==> src/rtl/md_pkg.sv <==
// HI/LO multiply/divide issue control: shared encodings and types.
// Latency: n/a (declarations only).
// Backpressure: n/a.
package md_pkg;

    // Opcode and funct codes of the HI/LO instruction group
    localparam logic [5:0] OPC_SPECIAL = 6'h00;
    localparam logic [5:0] F_MULT      = 6'h18;
    localparam logic [5:0] F_MULTU     = 6'h19;
    localparam logic [5:0] F_DIV       = 6'h1A;
    localparam logic [5:0] F_DIVU      = 6'h1B;
    localparam logic [5:0] F_MFHI      = 6'h10;
    localparam logic [5:0] F_MTHI      = 6'h11;
    localparam logic [5:0] F_MFLO      = 6'h12;
    localparam logic [5:0] F_MTLO      = 6'h13;

    // md_op encodings (match funct[1:0] of the calc group)
    localparam logic [1:0] OP_MULT  = 2'b00;
    localparam logic [1:0] OP_MULTU = 2'b01;
    localparam logic [1:0] OP_DIV   = 2'b10;
    localparam logic [1:0] OP_DIVU  = 2'b11;

    // md_we encodings
    localparam logic [1:0] WE_NONE = 2'b00;
    localparam logic [1:0] WE_HI   = 2'b01;
    localparam logic [1:0] WE_LO   = 2'b10;

    // rd_sel encodings
    localparam logic [1:0] RD_NONE = 2'b00;
    localparam logic [1:0] RD_HI   = 2'b01;
    localparam logic [1:0] RD_LO   = 2'b10;

    typedef enum logic {
        ST_IDLE,
        ST_CALC
    } md_state_t;

    // What was issued into EX/MEM last cycle
    typedef enum logic [1:0] {
        MK_NONE,
        MK_CALC,
        MK_MOVE
    } mem_kind_t;

    typedef enum logic [1:0] {
        CLS_OTHER,
        CLS_CALC,
        CLS_MTO,
        CLS_MFROM
    } md_class_t;

    // Divides have op[1] set; multiplies do not
    function automatic logic op_is_div(input logic [1:0] op);
        return op[1];
    endfunction

endpackage

==> src/rtl/md_decode.sv <==
// Decodes an EX instruction into HI/LO class, md_op and HI/LO select.
// Latency: purely combinational.
// Backpressure: none.
// Ports: instr (in, 32) -> cls (class), op (md_op for calc class), sel_hi (1 = HI, 0 = LO for moves).
module md_decode
    import md_pkg::*;
(
    input  logic [31:0] instr,
    output md_class_t   cls,
    output logic [1:0]  op,
    output logic        sel_hi
);

    logic [5:0] opcode;
    logic [5:0] funct;
    logic       unused_fields;

    assign opcode        = instr[31:26];
    assign funct         = instr[5:0];
    assign unused_fields = ^instr[25:6];

    always_comb begin
        cls    = CLS_OTHER;
        op     = OP_MULT;
        sel_hi = 1'b0;
        if (opcode == OPC_SPECIAL) begin
            case (funct)
                F_MULT, F_MULTU, F_DIV, F_DIVU: begin
                    cls = CLS_CALC;
                    op  = funct[1:0];
                end
                F_MFHI: begin
                    cls    = CLS_MFROM;
                    sel_hi = 1'b1;
                end
                F_MFLO: cls = CLS_MFROM;
                F_MTHI: begin
                    cls    = CLS_MTO;
                    sel_hi = 1'b1;
                end
                F_MTLO: cls = CLS_MTO;
                default: cls = CLS_OTHER;
            endcase
        end
    end

endmodule

==> src/rtl/md_issue_ctrl.sv <==
// EX-stage issue controller for the HI/LO multiply/divide unit; tracks busy window, stalls, cancel/restore on interrupt.
// Latency: all outputs combinational from current state and inputs; busy window is MUL_CYCLES/DIV_CYCLES after issue.
// Backpressure: raises stall for a HI/LO instruction in EX while a calculation is in flight or md_busy is high.
// Ports: clk/reset; instr_ex, valid_ex, int_req, md_busy in; md_start, md_op, md_we, md_restore, md_cancel, rd_sel, stall out.
// MUL_CYCLES and DIV_CYCLES must each lie in 1..15 (4-bit countdown).
module md_issue_ctrl
    import md_pkg::*;
#(
    parameter int MUL_CYCLES = 5,
    parameter int DIV_CYCLES = 10
) (
    input  logic        clk,
    input  logic        reset,
    input  logic [31:0] instr_ex,
    input  logic        valid_ex,
    input  logic        int_req,
    input  logic        md_busy,
    output logic        md_start,
    output logic [1:0]  md_op,
    output logic [1:0]  md_we,
    output logic        md_restore,
    output logic        md_cancel,
    output logic [1:0]  rd_sel,
    output logic        stall
);

    localparam logic [3:0] MUL_CNT = 4'(MUL_CYCLES);
    localparam logic [3:0] DIV_CNT = 4'(DIV_CYCLES);

    md_class_t cls;
    logic [1:0] dec_op;
    logic       sel_hi;
    logic       hilo_ex;
    logic       issue;

    md_state_t  state, state_nxt;
    logic [3:0] cnt, cnt_nxt;
    mem_kind_t  mem_kind, mem_kind_nxt;

    md_decode u_decode (
        .instr  (instr_ex),
        .cls    (cls),
        .op     (dec_op),
        .sel_hi (sel_hi)
    );

    assign hilo_ex = valid_ex & (cls != CLS_OTHER);

    // State register
    always_ff @(posedge clk or posedge reset) begin
        if (reset) begin
            state    <= ST_IDLE;
            cnt      <= 4'd0;
            mem_kind <= MK_NONE;
        end else begin
            state    <= state_nxt;
            cnt      <= cnt_nxt;
            mem_kind <= mem_kind_nxt;
        end
    end

    // Next-state logic; a cancel overrides the countdown
    always_comb begin
        state_nxt = state;
        cnt_nxt   = cnt;
        if (md_cancel) begin
            state_nxt = ST_IDLE;
            cnt_nxt   = 4'd0;
        end else begin
            case (state)
                ST_IDLE: begin
                    if (md_start) begin
                        state_nxt = ST_CALC;
                        cnt_nxt   = op_is_div(md_op) ? DIV_CNT : MUL_CNT;
                    end
                end
                ST_CALC: begin
                    cnt_nxt = cnt - 4'd1;
                    if (cnt == 4'd1) begin
                        state_nxt = ST_IDLE;
                    end
                end
                default: begin
                    state_nxt = ST_IDLE;
                    cnt_nxt   = 4'd0;
                end
            endcase
        end
    end

    // Outputs. md_busy is ORed into the stall so any skew between the
    // unit's own BUSY and this countdown (e.g. after a reset) still holds EX.
    always_comb begin
        stall        = hilo_ex & ((state == ST_CALC) | md_busy) & ~int_req;
        issue        = hilo_ex & ~stall & ~int_req;
        md_start     = issue & (cls == CLS_CALC);
        md_op        = (hilo_ex && cls == CLS_CALC) ? dec_op : OP_MULT;
        md_we        = WE_NONE;
        rd_sel       = RD_NONE;
        mem_kind_nxt = MK_NONE;
        if (issue) begin
            case (cls)
                CLS_CALC:  mem_kind_nxt = MK_CALC;
                CLS_MTO: begin
                    md_we        = sel_hi ? WE_HI : WE_LO;
                    mem_kind_nxt = MK_MOVE;
                end
                CLS_MFROM: rd_sel = sel_hi ? RD_HI : RD_LO;
                default:   mem_kind_nxt = MK_NONE;
            endcase
        end
        md_cancel  = int_req & (mem_kind == MK_CALC);
        md_restore = int_req & (mem_kind == MK_MOVE);
    end

endmodule

==> config.mk <==
export PLATFORM = sky130hd
export DESIGN_NAME = md_issue_ctrl
export DESIGN_NICKNAME = d
export VERILOG_FILES = /design/src/rtl/md_pkg.sv /design/src/rtl/md_decode.sv /design/src/rtl/md_issue_ctrl.sv
export SDC_FILE = /design/constraint.sdc
export NUM_CORES = 1
export LEC_CHECK = 0
export ABC_AREA = 1
export BUFFER_PORTS_ARGS = -buffer_cell sky130_fd_sc_hd__buf_2
export CAP_MARGIN = 20
export CORE_UTILIZATION = 41
export CTS_CLUSTER_DIAMETER = 100
export DETAILED_ROUTE_END_ITERATION = 8
export PLACE_DENSITY_LB_ADDON = 0.25
export SYNTH_ARGS = -nofsm -noshare
export SYNTH_HDL_FRONTEND = slang
export SYNTH_SLANG_ARGS = --single-unit
export TNS_END_PERCENT = 10
==> constraint.sdc <==
create_clock -name clk -period 2.8 [get_ports clk]
set_input_delay 0.28 -clock clk [delete_from_list [all_inputs] [get_ports clk]]
set_output_delay 0.28 -clock clk [all_outputs]
set_load 0.03 [all_outputs]
### Yosys cells after proc, flatten, opt, wreduce, memory -nomap -nowiden

Index checks and enable logic that the tools add are counted.

| operators by class | value |
|---|---|
| $add $sub $neg | 1 |
| eq/ne operators | 15 |
| mux-type cells | 22 |
| bitwise logic cells | 12 |
| reductions and logical operators | 7 |

Operators by type and width:

| operator | number |
|---|---|
| $eq A6 B5 Y1 const B | 8 |
| $mux W2 | 10 |
| $mux W4 | 3 |
| $and A1 B1 Y1 | 8 |
| $pmux W4 S2 | 1 |
| $eq A2 B2 Y1 const B | 3 |
| $logic_not A6 Y1 | 1 |
| $pmux W2 S3 | 1 |
| $reduce_or A2 Y1 | 3 |
| $mux W1 | 5 |
| $eq A2 B1 Y1 const B | 2 |
| $eq A4 B1 Y1 const B | 1 |
| $pmux W2 S2 | 1 |
| $reduce_or A4 Y1 | 1 |
| $sub A4 B1 Y4 const B | 1 |
| $ne A3 B3 Y1 const B | 1 |
| $not A1 Y1 | 3 |
| $pmux W1 S2 | 1 |
| $reduce_bool A2 Y1 | 1 |
| $logic_and A1 B1 Y1 | 1 |
| $or A1 B1 Y1 | 1 |

| word-level totals | value |
|---|---|
| register bits after elaboration | 7 |
| input port bits | 37 |
| output and inout port bits | 10 |
| logic and storage cells | 60 |

### Depth between registers and ports, before layout

Gate-level depths: netlist of the first run.

| depth | value |
|---|---|
| depth in word-level cells | 15 |
| depth in mapped cells | 10 |
| depth with buffers taken out | 10 |

### Cells and area by module

From an unflattened synthesis of the first run, not the netlist that was laid out.

| unflattened totals | value |
|---|---|
| cells, all modules | 100 |
| area, all modules | 656.9 um^2 |

Modules (own cells, without submodules):

| module | instances | cells an instance | area an instance (um^2) | seq. area each (um^2) |
|---|---|---|---|---|
| md_issue_ctrl | 1 | 76 | 526.8 | 175.2 |
| md_decode | 1 | 24 | 130.1 | 0.0 |

### Least setup slack after synthesis of the first run

Ideal clock, no wire load.

| timing | value |
|---|---|
| path type | input to output |
| start | input port instr_ex[29] |
| end | output port md_we[1] |
| arrival time | 1,584 ps |
| required time | 2,520 ps |
| path slack | 936 ps |
| cell stages on the path | 6 |
| path buffers | 0 |
| path through | nor2_1 -> nand2_1 -> nor2_4 -> nand3_2 -> or2_4 -> nor3_1 |

| on the way | value |
|---|---|
| longest elaborated chain between the ends | 10 |
| elaborated cells on any way between the ends | 14 |
| classes of those cells | eq/ne: 1; mux: 5; bitwise: 6; reduce/logical: 2 |

RTL lines:

| item | RTL line | RTL |
|---|---|---|
| start, declared | md_issue_ctrl.sv:14 | `input logic [31:0] instr_ex,` |
| $logic_not A6 Y1 (*) | md_decode.sv:26 | `if (opcode == OPC_SPECIAL) begin` |
| $mux W2 | md_decode.sv:26 |  |
| $reduce_bool A2 Y1 | md_issue_ctrl.sv:47 | `assign hilo_ex = valid_ex & (cls != CLS_OTHER);` |
| $and A1 B1 Y1 | md_issue_ctrl.sv:47 |  |
| $and A1 B1 Y1 (2 in series) | md_issue_ctrl.sv:94 | `stall = hilo_ex & ((state == ST_CALC) \| md_busy) & ~int_req;` |
| $not A1 Y1 | md_issue_ctrl.sv:95 | `issue = hilo_ex & ~stall & ~int_req;` |
| $and A1 B1 Y1 (2 in series) | md_issue_ctrl.sv:95 |  |
| $mux W2 (*) | md_issue_ctrl.sv:101 | `if (issue) begin` |
| end, declared | md_issue_ctrl.sv:20 | `output logic [1:0] md_we,` |

Every way passes the cells marked *; elsewhere a longest branch is shown, timed or not.

### Worst setup path in the final report of the first run

| timing | value |
|---|---|
| start | register state |
| end | output port rd_sel[0] |

| on the way | value |
|---|---|
| longest elaborated chain between the ends | 7 |

RTL lines:

| item | RTL line | RTL |
|---|---|---|
| start, declared | md_issue_ctrl.sv:36 | `md_state_t state, state_nxt;` |
| start signal, assigned | md_issue_ctrl.sv:56 | `state <= state_nxt;` |
| $or A1 B1 Y1 | md_issue_ctrl.sv:94 |  |
| $and A1 B1 Y1 (2 in series) | md_issue_ctrl.sv:94 |  |
| $not A1 Y1 | md_issue_ctrl.sv:95 |  |
| $and A1 B1 Y1 (2 in series) | md_issue_ctrl.sv:95 |  |
| $mux W2 | md_issue_ctrl.sv:101 |  |
| end, declared | md_issue_ctrl.sv:23 | `output logic [1:0] rd_sel,` |

Every way passes these cells.

==> impl_metrics.yaml, run 1 <==
synthesis:
  syn_nets: 133
  synth.distinct_cells: 18
  syn-instance-count: 94
  synth-seq-cells: 7
  syn_area_um2: 591
  yosysWarnings: 0
  yosysSeqAreaShare: 0.297
  postSynthAreaPerCell_um2: 6.28
place:
  place_ws_ps: 892
  post_dp_cell_area_um2: 739
  numPlacedInstances: 135
  hpwl_um: 1120
  gp_congestion: 0.813
  portBuffers: 26
detailed_routing:
  first_pass_iters: 4
  via_count: 668
  viasPerCell: 4.77
  routedWlPerCell_um: 9.08
  drc_errors: 0
  wl_um: 1270
  postRouteAntennaNets: 0
  drt_iter0_markers: 7
power_and_ir_drop:
  power.total_mw: 0.280
  p_per_area_nw_per_um2: 361
  p_leak_nw: 0.480
  ir_drop_v: 0.000324
die:
  fp.dieH_um: 40.0
  die-area_um2: 1600
  coreArea_um2: 1320
  rows: 13
  ios: 47
  dieWidth_um: 40.0
  start_util: 0.448
sta:
  fin_crit_ps: 1930
  skew_ps: 2.98
  finalWorstSetupSlack_ps: 866
  rsz0062_at_grt: "no"
  holdWs_ps: 435
  setup_viol: 0
  setup_tns_ps: 0
  drv_slew: 0
  hold_viol: 0
  fmax_mhz: 517
  period_share: 0.691
  tightest_slew_ps: 282
  maxSlewHeadroom: 0.811
finish:
  drive_gt1_frac: 0.288
  num-fill-cells: 134
  postLayoutCellArea_um2: 776
  n_antenna_cell: 0
  final_nets: 165
  final_cell_count_no_fill: 140
  layout-area-overhead-vs-synth_pct: 31.4
  finish.utilization: 0.589
clock_tree:
  cts_setup_buffers: 0
  cts.sink_count: 7
  cts-root-buf: "clkbuf_4"
  clockBufferDepth: 2
  cts_tree: "built"
  ctsHoldBuffers: 1
  path_clk_slew_ps: 50
  cts_inserted_buffers: 3
  htree_levels: 1
  cts_resized: 0
  clk_latency_ps: 240
grt:
  grt_max_degree: 8
  grt_first_pass_wirelength_um: 2170
  grt.overflow.total: 0
  busiest_layer: "met2"
  grt_usage: 0.200
  grt_pass1_vias: 586
  grt_util_met3: 0.0333
  antenna_found_initial: 0
  grt_use_met1: 0.236
  grt.met2_usage: 0.359
outcome:
  status: "finished clean"
critical_path:
  cp.arrival_ps: 1650
  startpoint_type: "register"
  cp-end-kind: "primary output"
  crit_required_ps: 2520
  path_class: "register to primary output"
  worstPathMaxFanout: 5
hold_path:
  min_path_type: "input pin to register"
job:
  cap_violations: 0
## worst max-delay path, stage by stage, from the launching register on
cell     delay, ps
dfrtp_1        420
nor2_1         150
nand2_1         80
or2_4          260
or2_4          240
nor2_2          70
buf_2          190
## layer usage
layer / vias up / routed length, µm
met5: - / 0
met1: 297 / 582
met3: 0 / 41
li1: 359 / -
met4: 0 / 0
met2: 12 / 648
## flip-flops by register name, indices dropped and copies added (netlist names)
register,cells
cnt,4
mem_kind,2
state,1
## logic make-up after synthesis
kind of cell	Yosys count	share of synthesized area
flops	7	0.297
fa+ha+maj	2	0.0424
compound gates	8	0.0720
buf+inv	20	0.127
simple gates	57	0.462
## where the power goes
part           internal [mW]  leakage, nW  switching (mW)
registers              0.118       0.0829          0.0104
logic                 0.0267        0.382          0.0409
clock network         0.0539       0.0150          0.0305
## area by class of cell
class | instances | area (µm²) | area share
Multi-Input combinational cell | 67 | 340 | 0.439
Sequential cell | 7 | 175 | 0.226
Timing Repair Buffer | 27 | 140 | 0.181
Inverter | 20 | 75.1 | 0.0968
Clock buffer | 4 | 26.3 | 0.0339
Tap cell | 15 | 18.8 | 0.0242
## worst paths after layout
check / end / from / cells after the start / slack [ps]
worst min-delay path: mem_kind[1] / instr_ex[0] / 3 / 430
max in group asynchronous: cnt[3] / reset / 3 / 2100
min in group asynchronous: mem_kind[0] / reset / 3 / 500
worst max register to register: cnt[2] / state / 7 / 1310
worst max-delay path: rd_sel[0] / state / 6 / 870
worst min register to register: cnt[1] / cnt[1] / 2 / 480
## cells in the mapped netlist, drive strengths merged
master | number | area, µm²
a21oi | 5 | 25.0
and3 | 1 | 6.26
dfrtp | 7 | 175
ha | 2 | 25.0
inv | 20 | 75.1
nand2 | 21 | 78.8
nand3 | 7 | 40.0
nand3b | 1 | 7.51
nand4 | 3 | 18.8
nor2 | 16 | 72.6
nor3 | 5 | 25.0
o21ai | 2 | 10.0
o21bai | 1 | 7.51
or2 | 3 | 23.8
## placed cells by master (no fill, tap or decap)
| cell | n |
|---|---|
| buf_2 | 26 |
| nand2_1 | 21 |
| inv_1 | 20 |
| nor2_1 | 13 |
| dfrtp_1 | 7 |
| nand3_1 | 6 |
| a21oi_1 | 5 |
| nor3_1 | 5 |
| nand4_1 | 3 |
| clkbuf_4 | 3 |
| o21ai_0 | 2 |
| or2_4 | 2 |
| nor2_2 | 2 |
| ha_1 | 2 |
| nor2_4 | 1 |
| o21bai_1 | 1 |
| nand3b_1 | 1 |
| nand3_2 | 1 |
| and3_1 | 1 |
| or2_2 | 1 |
| clkbuf_1 | 1 |
| dlygate4sd3_1 | 1 |
(Power assumes the default switching activity.)
==> inputs of run 2 (changes only) <==
--- a/config.mk
+++ b/config.mk
@@ -8,7 +8,7 @@
 export ABC_AREA = 1
 export BUFFER_PORTS_ARGS = -buffer_cell sky130_fd_sc_hd__buf_2
 export CAP_MARGIN = 20
-export CORE_UTILIZATION = 41
+export CORE_UTILIZATION = 38
 export CTS_CLUSTER_DIAMETER = 100
 export DETAILED_ROUTE_END_ITERATION = 8
 export PLACE_DENSITY_LB_ADDON = 0.25
==> constraint.sdc (replaced) <==
create_clock -name clk -period 1.9 [get_ports clk]
set_input_delay 0.19 -clock clk [delete_from_list [all_inputs] [get_ports clk]]
set_output_delay 0.19 -clock clk [all_outputs]
set_load 0.03 [all_outputs]
==> run 2 against run 1 <==
- sequential power up 47%
- sequential share of layout area fell by 0.36 points
- power increased by 48%
- critical path type unchanged
- first-iteration DRC count shrank 29%
- non-clock buffer count up 1
- register-to-register slack lost 820 ps
- global-route usage shrank 2.2 points
- clock power up 53%
- critical endpoint is now md_we[0]
- design area up 1.6%
- via count shrank 2.7%
==> impl_metrics.yaml, run 2 (synthesis gave the netlist of run 1 again) <==
outcome:
  status: "finished clean"
critical_path:
  rrSetupSlack_ps: 490
  r2r_cells: 7
  cp.arrival_ps: 1600
  crit_required_ps: 1710
  path_class: "register to primary output"
  r2r_start: "state"
  reg2reg_to: "cnt[2]"
  cp-end-kind: "primary output"
  cp_slowest_stage_delay_ps: 380
  cp_cell_sequence: "nor2_2 -> nand2_1 -> or2_4 -> or2_4 -> nor2_2 -> buf_2"
  worstSetupStartpoint: "state"
  cp_num_buf_inv: 1
  startpoint_type: "register"
  cp_top_family: "simple AND/OR/NAND/NOR gates"
  crit_slowest_cell: "dfrtp_1"
  worstPathMaxFanout: 4
detailed_routing:
  wl_um: 1250
  first_pass_iters: 4
  postRouteAntennaNets: 0
  via_count: 650
  viasPerCell: 4.61
  routedWlPerCell_um: 8.86
  drc_errors: 0
  drt_iter0_markers: 5
finish:
  postLayoutCellArea_um2: 788
  top_regs: "cnt (4), mem_kind (2), state (1)"
  drive_gt1_frac: 0.302
  n_antenna_cell: 0
  final_cell_mix: "buf_2, nand2_1, inv_1"
  final_cell_count_no_fill: 141
  regMostFlops: "cnt"
  largest_reg_flops: 4
  layout-area-overhead-vs-synth_pct: 33.5
  mostFrequentLayoutCell: "buf_2"
  final_nets: 166
  num-fill-cells: 140
power_and_ir_drop:
  p_per_area_nw_per_um2: 528
  ir_drop_v: 0.000383
  p_leak_nw: 0.485
grt:
  grt.overflow.total: 0
  grt_first_pass_wirelength_um: 2390
  grt_usage: 0.178
  grt_pass1_vias: 611
  antenna_found_initial: 0
  grt_max_degree: 8
clock_tree:
  clk_latency_ps: 250
  cts-root-buf: "clkbuf_4"
  cts_tree: "built"
  cts_inserted_buffers: 3
  htree_levels: 1
  cts.sink_count: 7
  path_clk_slew_ps: 50
  clockBufferDepth: 2
die:
  dieWidth_um: 41.4
  coreArea_um2: 1370
  die-area_um2: 1720
  ios: 47
  rows: 13
  start_util: 0.432
  fp.dieH_um: 41.4
job:
  cap_violations: 0
sta:
  hold_viol: 0
  skew_ps: 1.48
  drv_slew: 0
  rsz0062_at_grt: "no"
  maxSlewHeadroom: 0.809
  fmax_mhz: 558
  setup_viol: 0
  fin_crit_ps: 1790
  period_share: 0.943
  setup_tns_ps: 0
  tightest_slew_ps: 286
hold_path:
  hold-path-endpoint: "mem_kind[1]"
  hp-start: "instr_ex[0]"
  min_path_type: "input pin to register"
  holdPathStages: 3
place:
  portBuffers: 26
  numPlacedInstances: 135
  post_dp_cell_area_um2: 739
  hpwl_um: 1100
  gp_congestion: 0.827
[run 2: report_power, final]
part	internal [mW]	leakage, nW	switching [mW]
Sequential	0.174	0.0829	0.0140
Clock	0.0798	0.0150	0.0494
Combinational	0.0400	0.387	0.0591
[run 2: through the flow]
step / power [mW] / hold WS (ps) / worst slack [ps] / util
floorplan: 0.253 / -6.60 / 200 / -
global placement: 0.286 / 117 / 218 / 0.541
detailed placement: 0.289 / 119 / 202 / 0.541
CTS: 0.425 / 325 / 21.3 / 0.568
global route: 0.453 / 360 / 1.09 / 0.577
finish: 0.416 / 333 / 108 / 0.577
[run 2: worst max-delay path by stage]
stage,slack [ps],to,depth (start not counted)
floorplan,200,md_we[1],4
global placement,220,md_we[0],9
detailed placement,200,md_we[0],9
CTS,20,md_we[0],6
global route,1,rd_sel[0],6
finish,110,md_we[0],6
[run 2: final cells by class]
cell class	instances	area, µm²	share of cell area
clock buffer	4	26.3	0.0333
tap	15	18.8	0.0238
multi-input combinational	67	343	0.435
sequential	7	175	0.222
inverter	20	75.1	0.0952
timing repair buffer	28	150	0.190
[run 2: per-layer routing]
layer | wire (µm) | global-route usage | share of wire | vias up
met5 | 0 | 0 | 0 | -
li1 | - | - | - | 355
met2 | 597 | 0.281 | 0.48 | 16
met1 | 583 | 0.221 | 0.47 | 276
met4 | 28 | 0.116 | 0.022 | 0
met3 | 39 | 0.0304 | 0.031 | 3
[run 2: tightest hold or removal path, cell delays in order]
cell     delay (ps)
buf_2           120
nand4_1         150
nor2_1           80
[run 2: repair_timing]
| action | CTS | global route |
|---|---|---|
| endpoints found under the setup margin | 0 | 2 |
| setup buffers | 0 | 1 |
| hold buffers | 1 | 0 |
| resized for setup | 0 | 2 |
| hold endpoints to repair | 7 | 0 |
